**config.mk**
```make
export PLATFORM = sky130hd
export DESIGN_NAME = bcd_sub_serial
export DESIGN_NICKNAME = d
export VERILOG_FILES = /design/src/rtl/bcd_pkg.sv /design/src/rtl/sub_1digit_BCD.sv /design/src/rtl/bcd_sub_serial.sv
export SDC_FILE = /design/constraint.sdc
export NUM_CORES = 1
export LEC_CHECK = 0
export BUFFER_PORTS_ARGS = -buffer_cell sky130_fd_sc_hd__buf_2
export CORE_AREA = 2 2 85 87
export DETAILED_ROUTE_END_ITERATION = 7
export DIE_AREA = 0 0 87 89
export PLACE_DENSITY = 0.7
export SLEW_MARGIN = 20
export SYNTH_ARGS = -nofsm -noshare
export SYNTH_HDL_FRONTEND = slang
export SYNTH_HIERARCHICAL = 1
export SYNTH_SLANG_ARGS = --single-unit
```
**constraint.sdc**
```tcl
create_clock -name clk -period 4.32 [get_ports clk]
set_clock_uncertainty 0.15 [all_clocks]
set_input_delay 0.648 -clock clk [delete_from_list [all_inputs] [get_ports clk]]
set_output_delay 0.648 -clock clk [all_outputs]
set_load 0.005 [all_outputs]
```
**src/rtl/bcd_pkg.sv**
```systemverilog
// Shared constants, FSM state type and digit helper for the BCD arithmetic datapath.
package bcd_pkg;

    localparam int unsigned DIGIT_W   = 4;
    localparam int unsigned BCD_MAX   = 9;
    localparam int unsigned BCD_RADIX = 10;

    typedef enum logic [1:0] {
        StIdle = 2'd0,
        StSub  = 2'd1,
        StFix  = 2'd2,
        StDone = 2'd3
    } state_e;

    function automatic logic digit_valid(input logic [DIGIT_W-1:0] d);
        return d <= DIGIT_W'(BCD_MAX);
    endfunction

endpackage

```
**src/rtl/sub_1digit_BCD.sv**
```systemverilog
// Combinational single-digit BCD subtractor: diff = nr1 - nr2 - borrow_in, wrapped into 0..9.
module sub_1digit_BCD
    import bcd_pkg::*;
(
    input  logic [DIGIT_W-1:0] nr1,
    input  logic [DIGIT_W-1:0] nr2,
    input  logic               borrow_in,
    output logic [DIGIT_W-1:0] diff,
    output logic               borrow_out
);

    logic signed [DIGIT_W:0] t;
    logic signed [DIGIT_W:0] t_wrap;

    always_comb begin
        // Worst case 0 - 9 - 1 = -10 still fits the 5-bit signed range.
        t      = $signed({1'b0, nr1}) - $signed({1'b0, nr2}) - $signed({{DIGIT_W{1'b0}}, borrow_in});
        t_wrap = t + $signed((DIGIT_W + 1)'(BCD_RADIX));
        if (t < 0) begin
            diff       = t_wrap[DIGIT_W-1:0];
            borrow_out = 1'b1;
        end else begin
            diff       = t[DIGIT_W-1:0];
            borrow_out = 1'b0;
        end
    end

endmodule

```
**src/rtl/bcd_sub_serial.sv**
```systemverilog
// Digit-serial packed-BCD subtractor A - B, LSB digit first, with start/done handshake.
// Define BCD_SUB_SIGN_MAG_EN to return negative results as magnitude instead of ten's complement.
module bcd_sub_serial
    import bcd_pkg::*;
#(
    parameter int unsigned DIGITS = 4
) (
    input  logic                      clk,
    input  logic                      rst_n,
    input  logic                      start,
    input  logic [DIGIT_W*DIGITS-1:0] a,
    input  logic [DIGIT_W*DIGITS-1:0] b,
    output logic                      busy,
    output logic                      done,
    output logic [DIGIT_W*DIGITS-1:0] diff,
    output logic                      neg,
    output logic                      err
);

    localparam int unsigned W    = DIGIT_W * DIGITS;
    localparam int unsigned IdxW = (DIGITS > 1) ? $clog2(DIGITS) : 1;
    localparam logic [IdxW-1:0] LastIdx = IdxW'(DIGITS - 1);

    state_e            state_q, state_d;
    logic [W-1:0]      a_q, a_d;
    logic [W-1:0]      b_q, b_d;
    logic [W-1:0]      diff_q, diff_d;
    logic [IdxW-1:0]   idx_q, idx_d;
    logic              borrow_q, borrow_d;
    logic              neg_q, neg_d;
    logic              err_q, err_d;

    logic [DIGIT_W-1:0] cur_a, cur_b, cur_diff;
    logic [DIGIT_W-1:0] nr1, nr2, sub_diff;
    logic               sub_bout;
    logic [W-1:0]       diff_wr;
    logic               bad_digit;

    always_comb begin
        cur_a     = '0;
        cur_b     = '0;
        cur_diff  = '0;
        diff_wr   = diff_q;
        bad_digit = 1'b0;
        for (int unsigned i = 0; i < DIGITS; i++) begin
            if (idx_q == IdxW'(i)) begin
                cur_a    = a_q[i*DIGIT_W +: DIGIT_W];
                cur_b    = b_q[i*DIGIT_W +: DIGIT_W];
                cur_diff = diff_q[i*DIGIT_W +: DIGIT_W];
                diff_wr[i*DIGIT_W +: DIGIT_W] = sub_diff;
            end
            if (!digit_valid(a[i*DIGIT_W +: DIGIT_W]) || !digit_valid(b[i*DIGIT_W +: DIGIT_W])) begin
                bad_digit = 1'b1;
            end
        end
    end

    // FIX reuses the same subtractor to form 0 - diff, i.e. the ten's complement.
    assign nr1 = (state_q == StFix) ? '0 : cur_a;
    assign nr2 = (state_q == StFix) ? cur_diff : cur_b;

    sub_1digit_BCD u_sub (
        .nr1        (nr1),
        .nr2        (nr2),
        .borrow_in  (borrow_q),
        .diff       (sub_diff),
        .borrow_out (sub_bout)
    );

    always_comb begin
        state_d  = state_q;
        a_d      = a_q;
        b_d      = b_q;
        diff_d   = diff_q;
        idx_d    = idx_q;
        borrow_d = borrow_q;
        neg_d    = neg_q;
        err_d    = err_q;
        unique case (state_q)
            StIdle: begin
                if (start) begin
                    a_d      = a;
                    b_d      = b;
                    diff_d   = '0;
                    neg_d    = 1'b0;
                    err_d    = 1'b0;
                    idx_d    = '0;
                    borrow_d = 1'b0;
                    if (bad_digit) begin
                        err_d   = 1'b1;
                        state_d = StDone;
                    end else begin
                        state_d = StSub;
                    end
                end
            end
            StSub: begin
                diff_d   = diff_wr;
                borrow_d = sub_bout;
                idx_d    = idx_q + 1'b1;
                if (idx_q == LastIdx) begin
                    neg_d    = sub_bout;
                    idx_d    = '0;
                    borrow_d = 1'b0;
`ifdef BCD_SUB_SIGN_MAG_EN
                    state_d  = sub_bout ? StFix : StDone;
`else
                    state_d  = StDone;
`endif
                end
            end
            StFix: begin
                diff_d   = diff_wr;
                borrow_d = sub_bout;
                idx_d    = idx_q + 1'b1;
                if (idx_q == LastIdx) begin
                    idx_d    = '0;
                    borrow_d = 1'b0;
                    state_d  = StDone;
                end
            end
            StDone: begin
                state_d = StIdle;
            end
            default: begin
                state_d = StIdle;
            end
        endcase
    end

    always_ff @(posedge clk or negedge rst_n) begin
        if (!rst_n) begin
            state_q  <= StIdle;
            a_q      <= '0;
            b_q      <= '0;
            diff_q   <= '0;
            idx_q    <= '0;
            borrow_q <= 1'b0;
            neg_q    <= 1'b0;
            err_q    <= 1'b0;
        end else begin
            state_q  <= state_d;
            a_q      <= a_d;
            b_q      <= b_d;
            diff_q   <= diff_d;
            idx_q    <= idx_d;
            borrow_q <= borrow_d;
            neg_q    <= neg_d;
            err_q    <= err_d;
        end
    end

    assign busy = (state_q == StSub) || (state_q == StFix);
    assign done = (state_q == StDone);
    assign diff = diff_q;
    assign neg  = neg_q;
    assign err  = err_q;

endmodule

```
* Word level (Yosys, flattened, before mapping)
Cells that the tools add are included. W data, S select, Z words.
Word-level totals: input bits 35, output and inout bits 20, bits in registers 55, word-level logic and storage cells 101
Operators by class: equality and inequality tests 12, $add $sub $neg 4, mux-type cells 39, order comparisons 9, reductions and logical operators 26
Operators by type and width (number):
- $mux W4 | 19
- $le A4 B4 Y1 const B | 8
- $pmux W16 S2 | 1
- $mux W16 | 1
- $reduce_and A3 Y1 | 5
- $mux W2 | 5
- $mux W1 | 9
- $eq A2 B2 Y1 const B | 4
- $logic_not A1 Y1 | 8
- $ne A2 B1 Y1 const B | 4
- $pmux W2 S3 | 1
- $reduce_and A2 Y1 | 3
- $logic_or A1 B1 Y1 | 5
- $lt A5 B1 Y1 const B | 1
- $sub A4 B4 Y5 | 1
- $sub A5 B2 Y5 | 1
- $add A4 B4 Y4 const B | 1
- $eq A2 B1 Y1 const B | 2
- $logic_not A2 Y1 | 2
- $ne A2 B2 Y1 const B | 2
- $pmux W1 S2 | 2
- $pmux W2 S2 | 1
- $reduce_bool A2 Y1 | 2
- $add A2 B1 Y2 const B | 1
- $reduce_or A2 Y1 | 1

* Logic depth before layout (Yosys ltp)
Gate-level depths: netlist of run 1.
depth after elaboration 12, mapped depth 19, depth with buffers taken out 17

* By module
The synthesis of run 1 kept the hierarchy.
Modules (own cells, without submodules):
- bcd_sub_serial | sequential area each 1376.3 um^2, cells each 287, times used 1, area an instance 3029.2 um^2
- sub_1digit_BCD | sequential area each 0.0 um^2, cells each 32, times used 1, area an instance 274.0 um^2

* Least setup slack after synthesis of run 1
No wires, ideal clock.
path kind reg2reg, start register idx_q[0], end register diff_q[10] (netlist: diff[10]), stages on the path, launching flop included 18, path slack 0.393 ns, period minus slack after synthesis 3.927 ns, arrival 3.634 ns, buffers on the path 2, setup time 0.142 ns, required time 4.028 ns, cell sequence dfrtp_1 -> inv_1 -> ha_1 -> buf_6 -> nor2b_4 -> buf_6 -> a221oi_1 -> a211o_1 -> a21oi_1 -> fa_1 -> fa_1 -> nand2b_1 -> a211o_1 -> and2_4 -> mux2_4 -> and3_1 -> a21oi_1 -> o221ai_1
Between the ends: word-level cells in the longest chain between the ends 12, elaborated cells on any way between the ends 27, classes of those cells add/sub (3); order compare (1); eq/ne (4); mux (17); reduce/logical (2)
RTL lines:
- start, declared | RTL line bcd_sub_serial.sv:28 | logic [IdxW-1:0] idx_q, idx_d;
- start signal, assigned | RTL line bcd_sub_serial.sv:146 | idx_q <= idx_d;
- $logic_not A2 Y1 | RTL line bcd_sub_serial.sv:46 | if (idx_q == IdxW'(i)) begin
- $mux W4 (3 in a row) | RTL line bcd_sub_serial.sv:46
- $mux W4 (*) | RTL line bcd_sub_serial.sv:46
- $mux W4 (*) | RTL line bcd_sub_serial.sv:59 | assign nr1 = (state_q == StFix) ? '0 : cur_a;
- via nr1[0] | RTL line bcd_sub_serial.sv:34 | logic [DIGIT_W-1:0] nr1, nr2, sub_diff;
- $sub A4 B4 Y5 (*) | RTL line sub_1digit_BCD.sv:17 | t = $signed({1'b0, nr1}) - $signed({1'b0, nr2}) - $signed({{DIGIT_W{1'b0}}, borrow_in});
- $sub A5 B2 Y5 (*) | RTL line sub_1digit_BCD.sv:17
- $add A4 B4 Y4 or $lt A5 B1 Y1 (tied branches) | RTL line sub_1digit_BCD.sv:18, sub_1digit_BCD.sv:19
- $mux W4 (*) | RTL line sub_1digit_BCD.sv:19 | if (t < 0) begin
- via sub_diff[2] | RTL line bcd_sub_serial.sv:34
- $mux W4 (*) | RTL line bcd_sub_serial.sv:46
- $pmux W16 S2 (*) | RTL line bcd_sub_serial.sv:79 | unique case (state_q)
- end signal, assigned | RTL line bcd_sub_serial.sv:145 | diff_q <= diff_d;
- end, declared | RTL line bcd_sub_serial.sv:27 | logic [W-1:0] diff_q, diff_d;
The timed path passes the listed nets; every way through them passes the cells marked *. The select of a mux whose other input is x is not followed. A chain may end at the register's enable or synchronous reset.

* Worst setup path in the final report of run 1
start register idx_q[1], end register diff_q[10] (netlist: diff[10])
Between the ends: word-level cells in the longest chain between the ends 12, elaborated cells on any way between the ends 27, classes of those cells add/sub (3); order compare (1); eq/ne (4); mux (17); reduce/logical (2)
RTL lines:
- $logic_not A2 Y1 | RTL line bcd_sub_serial.sv:46
- $mux W4 (4 in a row) | RTL line bcd_sub_serial.sv:46
- $mux W4 (*) | RTL line bcd_sub_serial.sv:60 | assign nr2 = (state_q == StFix) ? cur_diff : cur_b;
- via nr2[0] | RTL line bcd_sub_serial.sv:34
- $sub A4 B4 Y5 (*) | RTL line sub_1digit_BCD.sv:17
- $sub A5 B2 Y5 (*) | RTL line sub_1digit_BCD.sv:17
- $add A4 B4 Y4 or $lt A5 B1 Y1 (tied branches) | RTL line sub_1digit_BCD.sv:18, sub_1digit_BCD.sv:19
- $mux W4 (*) | RTL line sub_1digit_BCD.sv:19
- via sub_diff[2] | RTL line bcd_sub_serial.sv:34
- $mux W4 (*) | RTL line bcd_sub_serial.sv:46
- $pmux W16 S2 (*) | RTL line bcd_sub_serial.sv:79
Marks and branches as above.

==> results.yml, run 1 <==
worst_setup_path:
  r2r_cells: 16
  cp-start-kind: "flip-flop"
  path_cells: "inv_1 > ha_1 > buf_4 > a22oi_1 > o21ai_1 > mux4_2 > inv_1 > fa_1 > fa_1 > nand2b_1 > a211o_1 > and2_4 > mux2_4 > and3_1 > a21oi_1 > o221ai_1"
  max_stage_delay_ps: 430
  r2r_slack_ps: 210
  critPathRequiredTime_ps: 4340
  crit_type: "reg -> reg"
  r2r_start: "idx_q[1]"
  crit_slowest_cell: "dfrtp_1"
  cp_max_fo: 8
  critPathArrivalTime_ps: 4130
  r2r_end: "diff[10]"
  crit_family: "adder cells"
  cp.buffers_inverters: 3
  end_kind: "flip-flop"
final_layout:
  nNetsFinal: 420
  final_cell_mix: "55 x dfrtp_1, 54 x buf_2, 33 x mux2_2"
  antennaDiodeCount: 0
  fill_cells: 585
  area.growth.synth_to_final_pct: 13.3
  drive_above_1_share_pct: 32.6
  regArea_mm2: 0.00138
  layout_commonest_cell: "dfrtp_1"
  multiInputGateArea_mm2: 0.00174
logic_synthesis:
  yosys_warnings: 6
  avgSynthCellArea_um2: 10.4
  syn_inst: 319
  async_flop_share_pct: 100
  synth_edf_count: 0
  ys_ff_latch: 55
  synth_ff_type: "dfrtp_1"
  yosysUniqueCellTypes: 42
  syn_nets: 372
  seq_area_frac_synth_pct: 41.7
  syn_area_mm2: 0.00330
global_route:
  grt_pass1_vias: 2469
  grtUsageTotal_pct: 21.0
  grt_pass1_wl_mm: 12.4
  gr-total-overflow: 0
  antenna_found_initial: 0
  grt_max_degree: 35
drt:
  topRoutingLayerUsed: "met4"
  vias: 2597
  via_per_inst: 5.80
  dr_wl_met2_mm: 3.75
  wl_mm: 7.86
  drt_first_pass_iters: 4
  wl_per_cell_um: 17.5
  post-route-drc-count: 0
  detail-route-antenna-nets: 0
  wl_met1_mm: 3.55
  route.met3.wl_um: 348
  drt-initial-drc-count: 256
timing:
  setup_viol: 0
  drv_slew: 0
  setup_slack_ps: 208
  relSlewSlack_pct: 49.8
  hold_viol: 0
  rsz0062_at_grt: "false"
  tightestPinTransition_ps: 748
  finalSetupTns_ps: 0
  finalCritPeriodShare_pct: 95.2
  fin_crit_ps: 4110
  fmax_ghz: 0.243
  hold_slack_ps: 147
die:
  die-area_mm2: 0.00774
  die_x_um: 87
  coreArea_mm2: 0.00672
  rows: 30
  ios: 55
  start_util_pct: 49.2
  die_h_um: 89
placed_design:
  numPortBuffers: 54
  dp_slack_ps: 228
  hpwl_mm: 5.68
  place_congestion: 0.834
cts:
  cts_buffer_depth: 2
  clock_latency_ps: 310
  clk_pin_slew_ps: 100
  cts_tree: "built"
  cts_sinks: 55
  cts-root-buf: "clkbuf_8"
  cts_made_buffers: 5
  cts_max_level: 2
  cts_hold_buf: 0
hold_path:
  hold_path_class: "in -> async"
flow_run:
  max_cap_violations: 0
run_status:
  outcome: "finished, final reports clean"
==> kinds of logic after synthesis <==
group	synth area share (%)
xor gates and xnor gates	1.33
DFF	41.7
and+or+nand+nor	11.1
AOI/OAI and AO/OA	18.0
adders and majority gates	7.27
buffers and inverters	6.21
muxes	14.4
==> synth_stat cells (2+ instances only) <==
| cell type | n | share of area [%] |
|---|---|---|
| buf_2 | 5 | 0.76 |
| o21ai_0 | 26 | 3.9 |
| buf_6 | 4 | 1.4 |
| mux4_2 | 4 | 2.7 |
| xor2_1 | 2 | 0.53 |
| ha_1 | 16 | 6.1 |
| nand4_1 | 2 | 0.38 |
| a221oi_1 | 4 | 1.1 |
| buf_4 | 2 | 0.45 |
| mux2_2 | 33 | 11 |
| dfrtp_1 | 55 | 42 |
| nand2_1 | 31 | 3.5 |
| fa_1 | 2 | 1.2 |
| clkbuf_1 | 11 | 1.3 |
| o21ai_1 | 5 | 0.76 |
| a22oi_2 | 2 | 0.76 |
| nand2b_1 | 2 | 0.38 |
| nor2b_1 | 13 | 2.5 |
| a21oi_1 | 14 | 2.1 |
| o221ai_1 | 8 | 2.1 |
| and3_1 | 8 | 1.5 |
| a211o_1 | 5 | 1.3 |
| xnor2_1 | 3 | 0.80 |
| inv_1 | 19 | 2.2 |
| and2b_2 | 4 | 1.1 |
| a31oi_1 | 17 | 3.2 |
| a22o_1 | 2 | 0.53 |
| a22oi_1 | 6 | 1.4 |
==> per-stage QoR <==
step           instances  utilization [%]  cell area [µm²]
5_1_grt              448             55.7             3740
3_3_place_gp         440             53.9             3620
6_report             448             55.7             3740
4_1_cts              448             55.5             3730
2_1_floorplan        319                -             3300
3_5_place_dp         440             53.9             3620
==> worst reg2reg max path, cell delays in order (launching register included) <==
cell      delay (ps)
dfrtp_1          430
inv_1             90
ha_1             260
buf_4            210
a22oi_1          100
o21ai_1          120
mux4_2           240
inv_1             50
fa_1             430
fa_1             410
nand2b_1         170
a211o_1          320
and2_4           190
mux2_4           340
and3_1           190
a21oi_1          120
o221ai_1         150
==> state kept, by name, summed over array words and instances, names as in the netlist <==
register  count
neg           1
borrow_q      1
idx_q         2
a_q          16
err           1
diff         16
b_q          16
state_q       2
==> worst max-delay path by stage <==
stage | from | endpoint | slack, ps | cells past startpoint
3_3_place_gp | idx_q[1] | diff[6] | 380 | 16
6_report | idx_q[1] | diff[10] | 210 | 16
4_1_cts | idx_q[1] | diff[10] | 210 | 16
5_1_grt | idx_q[1] | diff[10] | 10 | 16
2_1_floorplan | idx_q[0] | diff[10] | 390 | 17
3_5_place_dp | idx_q[1] | diff[10] | 230 | 16
==> cell type report <==
cell class | instances | share of cell area (%)
Clock buffer | 6 | 1.94
Timing Repair Buffer | 64 | 9.22
Inverter | 20 | 2.01
Sequential cell | 55 | 36.8
Clock inverter | 2 | 1.04
Multi-Input combinational cell | 221 | 46.4
Tap cell | 80 | 2.67
==> per-layer routing <==
layer | up-vias | track usage [%]
met4 | 0 | 9.09
li1 | 1246 | -
met2 | 71 | 32.7
met1 | 1265 | 29.4
met5 | - | 0
met3 | 15 | 3.32
==> repair_timing <==
action | 4_1_cts | 5_1_grt
setup endpoints to repair | 0 | 3
buffers inserted | 0 | 0
resized for setup | 0 | 2
Power of run 1 is left out: the tool's default activity adds up to more than one toggle a clock period on the data nets, which glitch-free logic cannot reach.
==> run 2: changes to the inputs <==
Settings changed: RECOVER_POWER set to 25.
==> results.yml, run 2 (synthesis gave the netlist of run 1 again) <==
drt:
  wl_mm: 7.87
  post-route-drc-count: 0
  wl_per_cell_um: 17.6
  drt-initial-drc-count: 255
  vias: 2597
  detail-route-antenna-nets: 0
  via_per_inst: 5.80
  drt_first_pass_iters: 4
global_route:
  gr-total-overflow: 0
  grt_pass1_wl_mm: 12.4
  grtUsageTotal_pct: 21.0
  antenna_found_initial: 0
  grt_max_degree: 35
  grt_pass1_vias: 2469
timing:
  drv_slew: 34
  fmax_ghz: 0.243
  rsz0062_at_grt: "false"
  fin_crit_ps: 4110
  hold_slack_ps: 353
  finalSetupTns_ps: 0
  finalCritPeriodShare_pct: 95.2
  relSlewSlack_pct: -19.8
  tightestPinTransition_ps: 1800
  hold_viol: 0
  setup_viol: 0
cts:
  cts_hold_buf: 0
  cts_resized: 0
  clock_latency_ps: 310
  cts_setup_buffers: 0
  clk_pin_slew_ps: 100
  cts_buffer_depth: 2
  cts_sinks: 55
  cts_tree: "built"
  cts_made_buffers: 5
  cts-root-buf: "clkbuf_8"
  cts_max_level: 2
final_layout:
  finalCoreUtilization_pct: 55.6
  layout_commonest_cell: "dfrtp_1"
  nNetsFinal: 420
  antennaDiodeCount: 0
  final_cell_mix: "55 x dfrtp_1, 53 x buf_2, 33 x mux2_2"
  instances_no_fill: 448
  drive_above_1_share_pct: 32.1
  area.growth.synth_to_final_pct: 13.2
worst_setup_path:
  cp-start-kind: "flip-flop"
  end_kind: "flip-flop"
  critPathRequiredTime_ps: 4340
  cp_max_fo: 8
  critPathArrivalTime_ps: 4130
  crit_type: "reg -> reg"
die:
  die_x_um: 87
  rows: 30
  die_h_um: 89
  start_util_pct: 49.2
  ios: 55
  coreArea_mm2: 0.00672
  die-area_mm2: 0.00774
placed_design:
  dp_cells: 440
  numPortBuffers: 54
  place_congestion: 0.834
  hpwl_mm: 5.68
run_status:
  violations: "max-capacitance violations, max-slew violations"
  outcome: "finished with violations"
flow_run:
  max_cap_violations: 1
hold_path:
  hold_path_class: "reg -> reg"
==> run 2: changes by cell type in the layout (fill, tap and decap cells not counted), sizes merged <==
cell	previous run	this run
clkbuf	6	8
buf	64	62
==> run 2: final cells by class <==
cell class	count	area [µm²]
repair buffers	64	340
well taps	80	100
multi-input cells	221	1740
flip-flops and latches	55	1380
inverters	20	75.1
clock inverters	2	38.8
fillers	588	2980
clock buffers	6	72.6
==> run 2: path summary, 6_finish.rpt <==
kind | startpoint | endpoint | slack [ps] | cells past startpoint
worst max-delay path | idx_q[1] | diff[10] | 210 | 16
worst min register to register | err | err | 350 | 2
worst min-delay path | err | err | 350 | 2
min in group asynchronous | rst_n | diff[11] | 430 | 1
max in group asynchronous | rst_n | b_q[14] | 1320 | 2
worst max register to register | idx_q[1] | diff[10] | 210 | 16
==> run 2: per-stage QoR <==
stage / setup WS, ps / cell area (µm²)
floorplan: 393 / 3300
global placement: 376 / 3620
detailed placement: 228 / 3620
CTS: 209 / 3730
global route: 10.8 / 3740
finish: 208 / 3740
==> run 2: worst max-delay path: stages, from the launching register on <==
cell	delay, ps
dfrtp_1	430
inv_1	90
ha_1	260
buf_4	210
a22oi_1	90
o21ai_1	120
mux4_2	240
inv_1	50
fa_1	430
fa_1	410
nand2b_1	170
a211o_1	320
and2_4	180
mux2_4	340
and3_1	190
a21oi_1	120
o221ai_1	150
==> run 2: layer usage <==
metal	global-route usage [%]	wire, µm	vias up
li1	-	-	1246
met1	29.4	3560	1265
met2	32.7	3760	71
met3	3.32	348	15
met4	9.09	207	0
met5	0	0	-
Power of run 2 is left out for the same reason.
